**src/rtl/button_pulse_gen_if.sv**
```systemverilog
// Button conditioning bus: raw level in; pulse, debounced level and repeat flag out.
interface button_pulse_gen_if;
    logic btn_in;
    logic pulse;
    logic pressed;
    logic repeating;

    modport master (
        output btn_in,
        input  pulse,
        input  pressed,
        input  repeating
    );

    modport slave (
        input  btn_in,
        output pulse,
        output pressed,
        output repeating
    );
endinterface

```
**src/rtl/button_pulse_gen.sv**
```systemverilog
// Synchronise, debounce and pulse-encode a push button for the counter enable.
// Auto-repeat is built only when BUTTON_PULSE_GEN_AUTOREPEAT_EN is defined.
module button_pulse_gen #(
    parameter int DEBOUNCE_CYCLES = 16,
    parameter int REPEAT_DELAY    = 64,
    parameter int REPEAT_PERIOD   = 16,
    parameter int CNT_W           = 8
) (
    input  logic                clk,
    input  logic                rst,
    button_pulse_gen_if.slave   bus
);

    typedef enum logic [2:0] {
        S_IDLE,
        S_PRESS_WAIT,
        S_HELD,
        S_REPEAT,
        S_RELEASE_WAIT
    } state_t;

    localparam logic [CNT_W-1:0] D_TERM = CNT_W'(DEBOUNCE_CYCLES - 1);
    localparam logic [CNT_W-1:0] C_ONE  = CNT_W'(1);

    state_t           r_state;
    state_t           w_state_nxt;
    logic             r_s1;
    logic             r_btn_s;
    logic [CNT_W-1:0] r_dcnt;
    logic [CNT_W-1:0] w_dcnt_nxt;
    logic             w_fire;
    logic             r_pulse;
    logic             w_pulse_nxt;
    logic             r_pressed;
    logic             w_pressed_nxt;

`ifdef BUTTON_PULSE_GEN_AUTOREPEAT_EN
    localparam logic [CNT_W-1:0] DLY_TERM = CNT_W'(REPEAT_DELAY - 1);
    localparam logic [CNT_W-1:0] PER_TERM = CNT_W'(REPEAT_PERIOD - 1);

    logic [CNT_W-1:0] r_rcnt;
    logic [CNT_W-1:0] w_rcnt_nxt;
    logic             r_repeating;
    logic             w_repeating_nxt;
`endif

    // State, synchroniser, counters and registered outputs
    always_ff @(posedge clk or posedge rst) begin
        if (rst) begin
            r_state     <= S_IDLE;
            r_s1        <= 1'b0;
            r_btn_s     <= 1'b0;
            r_dcnt      <= '0;
            r_pulse     <= 1'b0;
            r_pressed   <= 1'b0;
`ifdef BUTTON_PULSE_GEN_AUTOREPEAT_EN
            r_rcnt      <= '0;
            r_repeating <= 1'b0;
`endif
        end else begin
            r_state     <= w_state_nxt;
            r_s1        <= bus.btn_in;
            r_btn_s     <= r_s1;
            r_dcnt      <= w_dcnt_nxt;
            r_pulse     <= w_pulse_nxt;
            r_pressed   <= w_pressed_nxt;
`ifdef BUTTON_PULSE_GEN_AUTOREPEAT_EN
            r_rcnt      <= w_rcnt_nxt;
            r_repeating <= w_repeating_nxt;
`endif
        end
    end

    // A level change always wins over a terminal count on the same edge
    always_comb begin
        w_state_nxt = r_state;
        w_dcnt_nxt  = r_dcnt;
        w_fire      = 1'b0;
`ifdef BUTTON_PULSE_GEN_AUTOREPEAT_EN
        w_rcnt_nxt  = r_rcnt;
`endif
        unique case (r_state)
            S_IDLE: begin
                if (r_btn_s) begin
                    w_state_nxt = S_PRESS_WAIT;
                    w_dcnt_nxt  = '0;
                end
            end
            S_PRESS_WAIT: begin
                if (!r_btn_s) begin
                    w_state_nxt = S_IDLE;
                    w_dcnt_nxt  = '0;
                end else if (r_dcnt == D_TERM) begin
                    w_state_nxt = S_HELD;
                    w_dcnt_nxt  = '0;
                    w_fire      = 1'b1;
`ifdef BUTTON_PULSE_GEN_AUTOREPEAT_EN
                    w_rcnt_nxt  = '0;
`endif
                end else begin
                    w_dcnt_nxt  = r_dcnt + C_ONE;
                end
            end
            S_HELD: begin
                if (!r_btn_s) begin
                    w_state_nxt = S_RELEASE_WAIT;
                    w_dcnt_nxt  = '0;
`ifdef BUTTON_PULSE_GEN_AUTOREPEAT_EN
                    w_rcnt_nxt  = '0;
                end else if (r_rcnt == DLY_TERM) begin
                    w_state_nxt = S_REPEAT;
                    w_rcnt_nxt  = '0;
                    w_fire      = 1'b1;
                end else begin
                    w_rcnt_nxt  = r_rcnt + C_ONE;
`endif
                end
            end
            S_REPEAT: begin
`ifdef BUTTON_PULSE_GEN_AUTOREPEAT_EN
                if (!r_btn_s) begin
                    w_state_nxt = S_RELEASE_WAIT;
                    w_dcnt_nxt  = '0;
                    w_rcnt_nxt  = '0;
                end else if (r_rcnt == PER_TERM) begin
                    w_rcnt_nxt  = '0;
                    w_fire      = 1'b1;
                end else begin
                    w_rcnt_nxt  = r_rcnt + C_ONE;
                end
`else
                w_state_nxt = S_IDLE;
`endif
            end
            S_RELEASE_WAIT: begin
                if (r_btn_s) begin
                    w_state_nxt = S_HELD;
                    w_dcnt_nxt  = '0;
`ifdef BUTTON_PULSE_GEN_AUTOREPEAT_EN
                    w_rcnt_nxt  = '0;
`endif
                end else if (r_dcnt == D_TERM) begin
                    w_state_nxt = S_IDLE;
                    w_dcnt_nxt  = '0;
                end else begin
                    w_dcnt_nxt  = r_dcnt + C_ONE;
                end
            end
            default: begin
                w_state_nxt = S_IDLE;
                w_dcnt_nxt  = '0;
            end
        endcase
    end

    always_comb begin
        w_pulse_nxt     = w_fire;
        w_pressed_nxt   = (w_state_nxt == S_HELD)
                       || (w_state_nxt == S_REPEAT)
                       || (w_state_nxt == S_RELEASE_WAIT);
`ifdef BUTTON_PULSE_GEN_AUTOREPEAT_EN
        w_repeating_nxt = (w_state_nxt == S_REPEAT);
`endif
    end

    assign bus.pulse     = r_pulse;
    assign bus.pressed   = r_pressed;
`ifdef BUTTON_PULSE_GEN_AUTOREPEAT_EN
    assign bus.repeating = r_repeating;
`else
    assign bus.repeating = 1'b0;
`endif

endmodule
```
**src/flat_wrapper.sv**
```systemverilog
// flat-port wrapper written by rule: the top's interface ports become plain ports
module button_pulse_gen_flat 
#(
    parameter int DEBOUNCE_CYCLES = 16,
    parameter int REPEAT_DELAY    = 64,
    parameter int REPEAT_PERIOD   = 16,
    parameter int CNT_W           = 8
)
  (clk, rst, bus_btn_in, bus_pulse, bus_pressed, bus_repeating);
  button_pulse_gen_if bus_i ();
  input  logic clk;
  input  logic rst;
  input wire logic [$bits(bus_i.btn_in)-1:0] bus_btn_in;
  output wire logic [$bits(bus_i.pulse)-1:0] bus_pulse;
  output wire logic [$bits(bus_i.pressed)-1:0] bus_pressed;
  output wire logic [$bits(bus_i.repeating)-1:0] bus_repeating;
  assign bus_i.btn_in = bus_btn_in;
  assign bus_pulse = bus_i.pulse;
  assign bus_pressed = bus_i.pressed;
  assign bus_repeating = bus_i.repeating;
  button_pulse_gen #(.DEBOUNCE_CYCLES(DEBOUNCE_CYCLES), .REPEAT_DELAY(REPEAT_DELAY), .REPEAT_PERIOD(REPEAT_PERIOD), .CNT_W(CNT_W)) u_core (.clk(clk), .rst(rst), .bus(bus_i));
endmodule
```
**config.mk**
```make
export PLATFORM = sky130hd
export DESIGN_NAME = button_pulse_gen_flat
export DESIGN_NICKNAME = d
export VERILOG_FILES = /design/src/rtl/button_pulse_gen_if.sv /design/src/rtl/button_pulse_gen.sv /design/src/flat_wrapper.sv
export SDC_FILE = /design/constraint.sdc
export NUM_CORES = 1
export LEC_CHECK = 0
export BUFFER_PORTS_ARGS = -buffer_cell sky130_fd_sc_hd__buf_2
export CORE_UTILIZATION = 40
export CTS_CLUSTER_SIZE = 28
export DETAILED_ROUTE_END_ITERATION = 6
export PLACE_DENSITY = 0.57
export SYNTH_ARGS = -nofsm -noshare
export SYNTH_HDL_FRONTEND = slang
export SYNTH_SLANG_ARGS = --single-unit
```
**constraint.sdc**
```tcl
create_clock -name clk -period 1.95 [get_ports clk]
set_input_delay 0.39 -clock clk [delete_from_list [all_inputs] [get_ports clk]]
set_output_delay 0.39 -clock clk [all_outputs]
set_load 0.05 [all_outputs]
```
==> results of run 1 <==
-- report_power, final --
group | internal, W | total (W) | switching (W)
clock | 0.0000795 | 0.000174 | 0.0000945
combinational | 0.0000193 | 0.0000512 | 0.0000319
sequential | 0.000320 | 0.000334 | 0.0000144
-- cells by family (layout without fill, tap and decap cells) --
kind of cell | after synthesis | count (layout)
xor gates and xnor gates | 4 | 4
and+or+nand+nor | 31 | 31
muxes | 1 | 1
other | 1 | 1
DFF | 15 | 15
buffers and inverters | 9 | 14
AOI/OAI and AO/OA | 23 | 23
adders and majority gates | 1 | 1
-- worst min-delay path by stage --
stage / from / cells past startpoint / slack (ns) / end
after detailed placement: u_core.r_s1$_DFF_PP0_ / 0 / 0.36 / u_core.r_btn_s$_DFF_PP0_
after floorplan: rst / 1 / 0.29 / u_core.bus.pressed$_DFF_PP0_
final: rst / 2 / 0.14 / u_core.r_dcnt[3]$_DFFE_PP0P_
after global placement: u_core.r_s1$_DFF_PP0_ / 0 / 0.37 / u_core.r_btn_s$_DFF_PP0_
after global routing: rst / 2 / 0.19 / u_core.r_dcnt[1]$_DFFE_PP0P_
after CTS: rst / 2 / 0.16 / u_core.r_dcnt[4]$_DFFE_PP0P_
-- per-layer routing --
metal	vias up	global-route usage [%]	wire, um	part of all wire, %
li1	312	-	-	-
met1	282	23.1	823	53
met2	11	24.1	635	41
met3	4	6.79	56	3.6
met4	0	6.67	25	1.6
met5	-	0	0	0
-- layout make-up --
cell class	instances	share of cell area (%)
multi-input cells	61	46.2
inverters	4	1.66
flip-flops and latches	15	41.6
well taps	27	3.74
clock buffers	4	2.91
repair buffers	6	3.88
-- sequential cells by signal, indices dropped and copies added, names as in the netlist --
signal	flops
u_core.r_state	3
u_core.r_s1	1
u_core.r_btn_s	1
u_core.r_dcnt	8
u_core.bus.pulse	1
u_core.bus.pressed	1
-- metrics by stage --
| stage | instances | hold WS (ns) | total power (W) | worst slack (ns) |
|---|---|---|---|---|
| global placement | 113 | 0.366 | 0.000391 | 0.314 |
| finish | 117 | 0.141 | 0.000559 | 0.224 |
| floorplan | 85 | 0.291 | 0.000385 | 0.466 |
| CTS | 117 | 0.159 | 0.000572 | 0.238 |
| detailed placement | 113 | 0.358 | 0.000392 | 0.269 |
| global route | 117 | 0.194 | 0.000594 | 0.0696 |
-- critical path: stages (launching register included) --
cell and delay (ns):
dfrtp_1 0.42, ha_1 0.23, nand3_1 0.16, nand2b_1 0.26, o311ai_0 0.38, o21ai_0 0.15
-- placed cells by master, fill, tap and decap left out, types with 3 or more instances in the layout --
cell type | synthesis | final
dfrtp_1 | 15 | 15
a21oi_1 | 8 | 8
nand3_1 | 3 | 3
nor4_1 | 3 | 3
nand2_1 | 6 | 6
nor2_1 | 6 | 6
clkbuf_4 | 0 | 3
inv_1 | 4 | 4
buf_2 | 1 | 4
==> metrics.md, run 1 <==
| Metric | Value |
|---|---|
| Status | `completed` |
| Final worst path period need | `1.73 ns` |
| Grt ovf | `0` |
| Mapped Nets | `89` |
| Area Growth Syn to Fin | `6.66%` |
| Syn_area_per_cell | `9.95 um2` |
| Via Count | `609` |
| Leading register cell type out of synthesis | `dfrtp_1` |
| Filler instances | `192` |
| R2R depth | `5` |
| Setup_tns | `0 ns` |
| Fin. Hold Viols | `0` |
| Setup Buffers After CTS | `0` |
| Final setup violation count | `0` |
| Num ports | `6` |
| Main combinational cell family by area after synthesis | `simple AND/OR/NAND/NOR gates` |
| Ys async rst share | `100%` |
| Die Wd | `48.0 um` |
| Wire per inst | `13.2 um` |
| Yosys cell types | `40` |
| Critical path endpoint | `u_core.bus.pressed$_DFF_PP0_` |
| Root buffer cell | `clkbuf_4` |
| H-tree depth | `1` |
| All-Layer GR Usage | `17.0%` |
| Worst EP arrival | `1.87 ns` |
| Vias in the first global route | `554` |
| Inserted Diodes | `0` |
| R2R Setup Slk | `0.22 ns` |
| Final period utilization | `88.5%` |
| Simple-Gate Fraction of Synth Area | `22.2%` |
| Post-synth EDFFs | `0` |
| PwrDens | `620 nW/um2` |
| XOR/XNOR Fraction of Synth Area | `4.14%` |
| Vias per Instance | `5.21` |
| Syn Inst Count | `85` |
| Peak supply drop | `0.336 mV` |
| Crit path launch | `u_core.r_dcnt[0]$_DFFE_PP0P_` |
| First-pass GRT wire length | `2570 um` |
| Die area | `2300 um2` |
| CTS Hold Bufs | `0` |
| Worst Skew | `0.00372 ns` |
| Reg2reg end | `u_core.bus.pressed$_DFF_PP0_` |
| Maximum net fanout on the critical path | `5` |
| Final #Nets | `95` |
| Placed Area | `876 um2` |
| Syn Std Cell Area | `846 um2` |
| Post-Synth Adder-Cell Area | `1.48%` |
| Largest net degree at the start of global routing | `16` |
| Top cells by area, synth | `dfrtp_1, a21oi_1, buf_6` |
| Synth top area share | `44.4%` |
| Max Cap Violations | `0` |
| Seq/Total Area, Yosys | `44.4%` |
| Seq cells post-synth | `15` |
| Worst-Margin Slew | `0.555 ns` |
| Core Area | `1980 um2` |
| Req. time, crit path | `2.10 ns` |
| Antenna viol nets, final | `0` |
| DR iter-0 viols | `12` |
| Mux share of post-synthesis cell area | `1.18%` |
| Startpoint Class | `flop` |
| Fin. max-slew vios | `0` |
| CTS clk-pin slew, worst paths | `0.08 ns` |
| Post-CTS sizing | `0` |
| Top-count cell post-synth | `dfrtp_1` |
| TritonCTS clock tree | `yes` |
| Clock sinks | `15` |
| First-pass iteration count of the detailed router | `4` |
| Synth Area in Compound Gates | `19.8%` |
| Hold crit path type | `in -> async` |
| Row count | `16` |
| Routability congestion estimate | `0.843` |
| Post-Route WL | `1540 um` |
| Initial antenna violation count | `0` |
| # DRC | `0` |
| RSZ-0062 raised after global routing | `false` |
| Num CTS Buffers | `3` |
| Commonest cells in the netlist | `dfrtp_1, a21oi_1, nand2_1, nor2_1, inv_1` |
| Synth warn | `0` |
| Max Clk Rate | `579 MHz` |
| Area occupied by registers | `375 um2` |
| Die H | `48.0 um` |
| Fin area | `902 um2` |
| Clk buf depth | `2` |
| Max-Slew Margin vs Limit | `63.0%` |
| Critical setup path kind | `reg -> reg` |
| Final HPWL DP | `1130 um` |
| RR Startpoint | `u_core.r_dcnt[0]$_DFFE_PP0P_` |
| Worst Setup End Kind | `flop` |
| Leading area contributor after synthesis | `dfrtp_1` |
| Worst-Skew Late Latency | `0.28 ns` |
| Final Core Density | `45.5%` |
| Leakage | `0.391 nW` |
| Buffers on Ports | `4` |
| Area of the multi-input gates | `417 um2` |
| Initial Utilization | `42.7%` |
| Layout cells sized above 1 | `15.6%` |
(Power assumes the default switching activity.)
==> inputs of run 2 (changes only) <==
MAX_ROUTING_LAYER = met4   (was default)
==> metrics.md, run 2 (synthesized netlist as in run 1, its figures left out) <==
| Metric | Value |
|---|---|
| Startpoint Class | `flop` |
| Max Cap Violations | `0` |
| WL met3 | `51 um` |
| Biggest regs | `u_core.r_dcnt x8, u_core.r_state x3` |
| RSZ-0062 raised after global routing | `false` |
| Worst Skew | `0.00329 ns` |
| Commonest non-fill, non-tap cell in the layout | `dfrtp_1` |
| Max-Slew Margin vs Limit | `63.0%` |
| Setup_tns | `0 ns` |
| Fin. max-slew vios | `0` |
| Vias per Instance | `5.13` |
| Post-Route WL | `1560 um` |
| Final period utilization | `88.5%` |
| Antenna viol nets, final | `0` |
| Clk buf depth | `2` |
| Num CTS Buffers | `3` |
| Setup Buffers After CTS | `0` |
| Top routing layer in use | `met4` |
| Max reg flops | `8` |
| Area of the multi-input gates | `417 um2` |
| CP top delay family | `compound AO/OA/AOI/OAI gates` |
| Initial Utilization | `42.7%` |
| Metal1 wirelength | `834 um` |
| Filler instances | `192` |
| Buffers on Ports | `4` |
| Final worst path period need | `1.73 ns` |
| Fin. Hold Viols | `0` |
| Req. time, crit path | `2.10 ns` |
| Worst path bufs/invs | `0` |
| Area Growth Syn to Fin | `6.66%` |
| Die area | `2300 um2` |
| Most frequent cells in the layout | `dfrtp_1, a21oi_1, nor2_1, nand2_1` |
| # DRC | `0` |
| Post-CTS sizing | `0` |
| Num ports | `6` |
| PwrDens | `621 nW/um2` |
| Largest net degree at the start of global routing | `16` |
| Worst-Skew Late Latency | `0.28 ns` |
| Max Clk Rate | `580 MHz` |
| First-pass iteration count of the detailed router | `4` |
| Worst EP arrival | `1.87 ns` |
| Leakage | `0.391 nW` |
| Root buffer cell | `clkbuf_4` |
| Status | `completed` |
| Layout cells sized above 1 | `15.6%` |
| Top reg by flops | `u_core.r_dcnt` |
| Die Wd | `48.0 um` |
| Die H | `48.0 um` |
| Final #Nets | `95` |
| Maximum net fanout on the critical path | `5` |
| Grt ovf | `0` |
| Core Area | `1980 um2` |
| Final HPWL DP | `1130 um` |
| CTS clk-pin slew, worst paths | `0.08 ns` |
| Wire per inst | `13.3 um` |
| Crit path max-delay cell type | `dfrtp_1` |
| Final Core Density | `45.5%` |
| H-tree depth | `1` |
| Critical setup path kind | `reg -> reg` |
| Worst Setup End Kind | `flop` |
| TritonCTS clock tree | `yes` |
| Routability congestion estimate | `0.857` |
| First-pass GRT wire length | `2570 um` |
| CTS Hold Bufs | `0` |
| Area occupied by registers | `375 um2` |
| Inserted Diodes | `0` |
| Final setup violation count | `0` |
| Clock sinks | `15` |
| Met2 WL | `643 um` |
| CP max stage delay | `0.42 ns` |
| Vias in the first global route | `555` |
| Via Count | `600` |
| All-Layer GR Usage | `17.6%` |
| Worst-Margin Slew | `0.555 ns` |
| Row count | `16` |
| Peak supply drop | `0.337 mV` |
| Cells along the critical path | `ha_1 > nand3_1 > nand2b_1 > o311ai_0 > o21ai_0` |
| Hold crit path type | `in -> async` |
| DR iter-0 viols | `13` |
| Initial antenna violation count | `0` |
==> run 2: cell counts in the layout (fill, tap and decap cells not counted) <==
Identical to the previous run, type by type.
==> run 2: path summary, 6_finish.rpt <==
kind	endpoint	from	slack, ns	cells after the start
max in group asynchronous	u_core.bus.pulse$_DFF_PP0_	rst	1.44	2
min in group clk	u_core.r_s1$_DFF_PP0_	bus_btn_in	0.21	1
worst min-delay path	u_core.r_dcnt[3]$_DFFE_PP0P_	rst	0.14	2
worst max-delay path	u_core.bus.pressed$_DFF_PP0_	u_core.r_dcnt[0]$_DFFE_PP0P_	0.22	5
worst min register to register	u_core.r_btn_s$_DFF_PP0_	u_core.r_s1$_DFF_PP0_	0.37	0
worst max register to register	u_core.bus.pressed$_DFF_PP0_	u_core.r_dcnt[0]$_DFFE_PP0P_	0.22	5
==> run 2: final cells by class <==
cell class	count	area share [%]
clock buffer	4	2.91
inverter	4	1.66
multi-input combinational	61	46.2
sequential	15	41.6
tap	27	3.74
timing repair buffer	6	3.88
==> run 2: power by group <==
group	total, W	internal (W)	switching, W	leakage, nW
Sequential	0.000334	0.000320	0.0000144	0.201
Combinational	0.0000514	0.0000193	0.0000321	0.175
Clock	0.000174	0.0000795	0.0000949	0.0150
Total	0.000560	0.000418	0.000141	0.391
==> run 2: metal layers <==
layer,up-vias,track usage [%]
li1,311,-
met1,278,23.1
met2,7,24.1
met3,4,6.79
met4,0,6.67
met5,-,-
==> run 2: stage by stage <==
stage                     cells  instance area [um2]  worst slack (ns)  total power, W  hold WS [ns]
after floorplan              85                  846             0.466        0.000385         0.291
after global placement      113                  876             0.314        0.000391         0.366
after detailed placement    113                  876             0.269        0.000392         0.358
after CTS                   117                  902             0.238        0.000572         0.159
after global routing        117                  902            0.0696        0.000594         0.194
final                       117                  902             0.224        0.000560         0.141
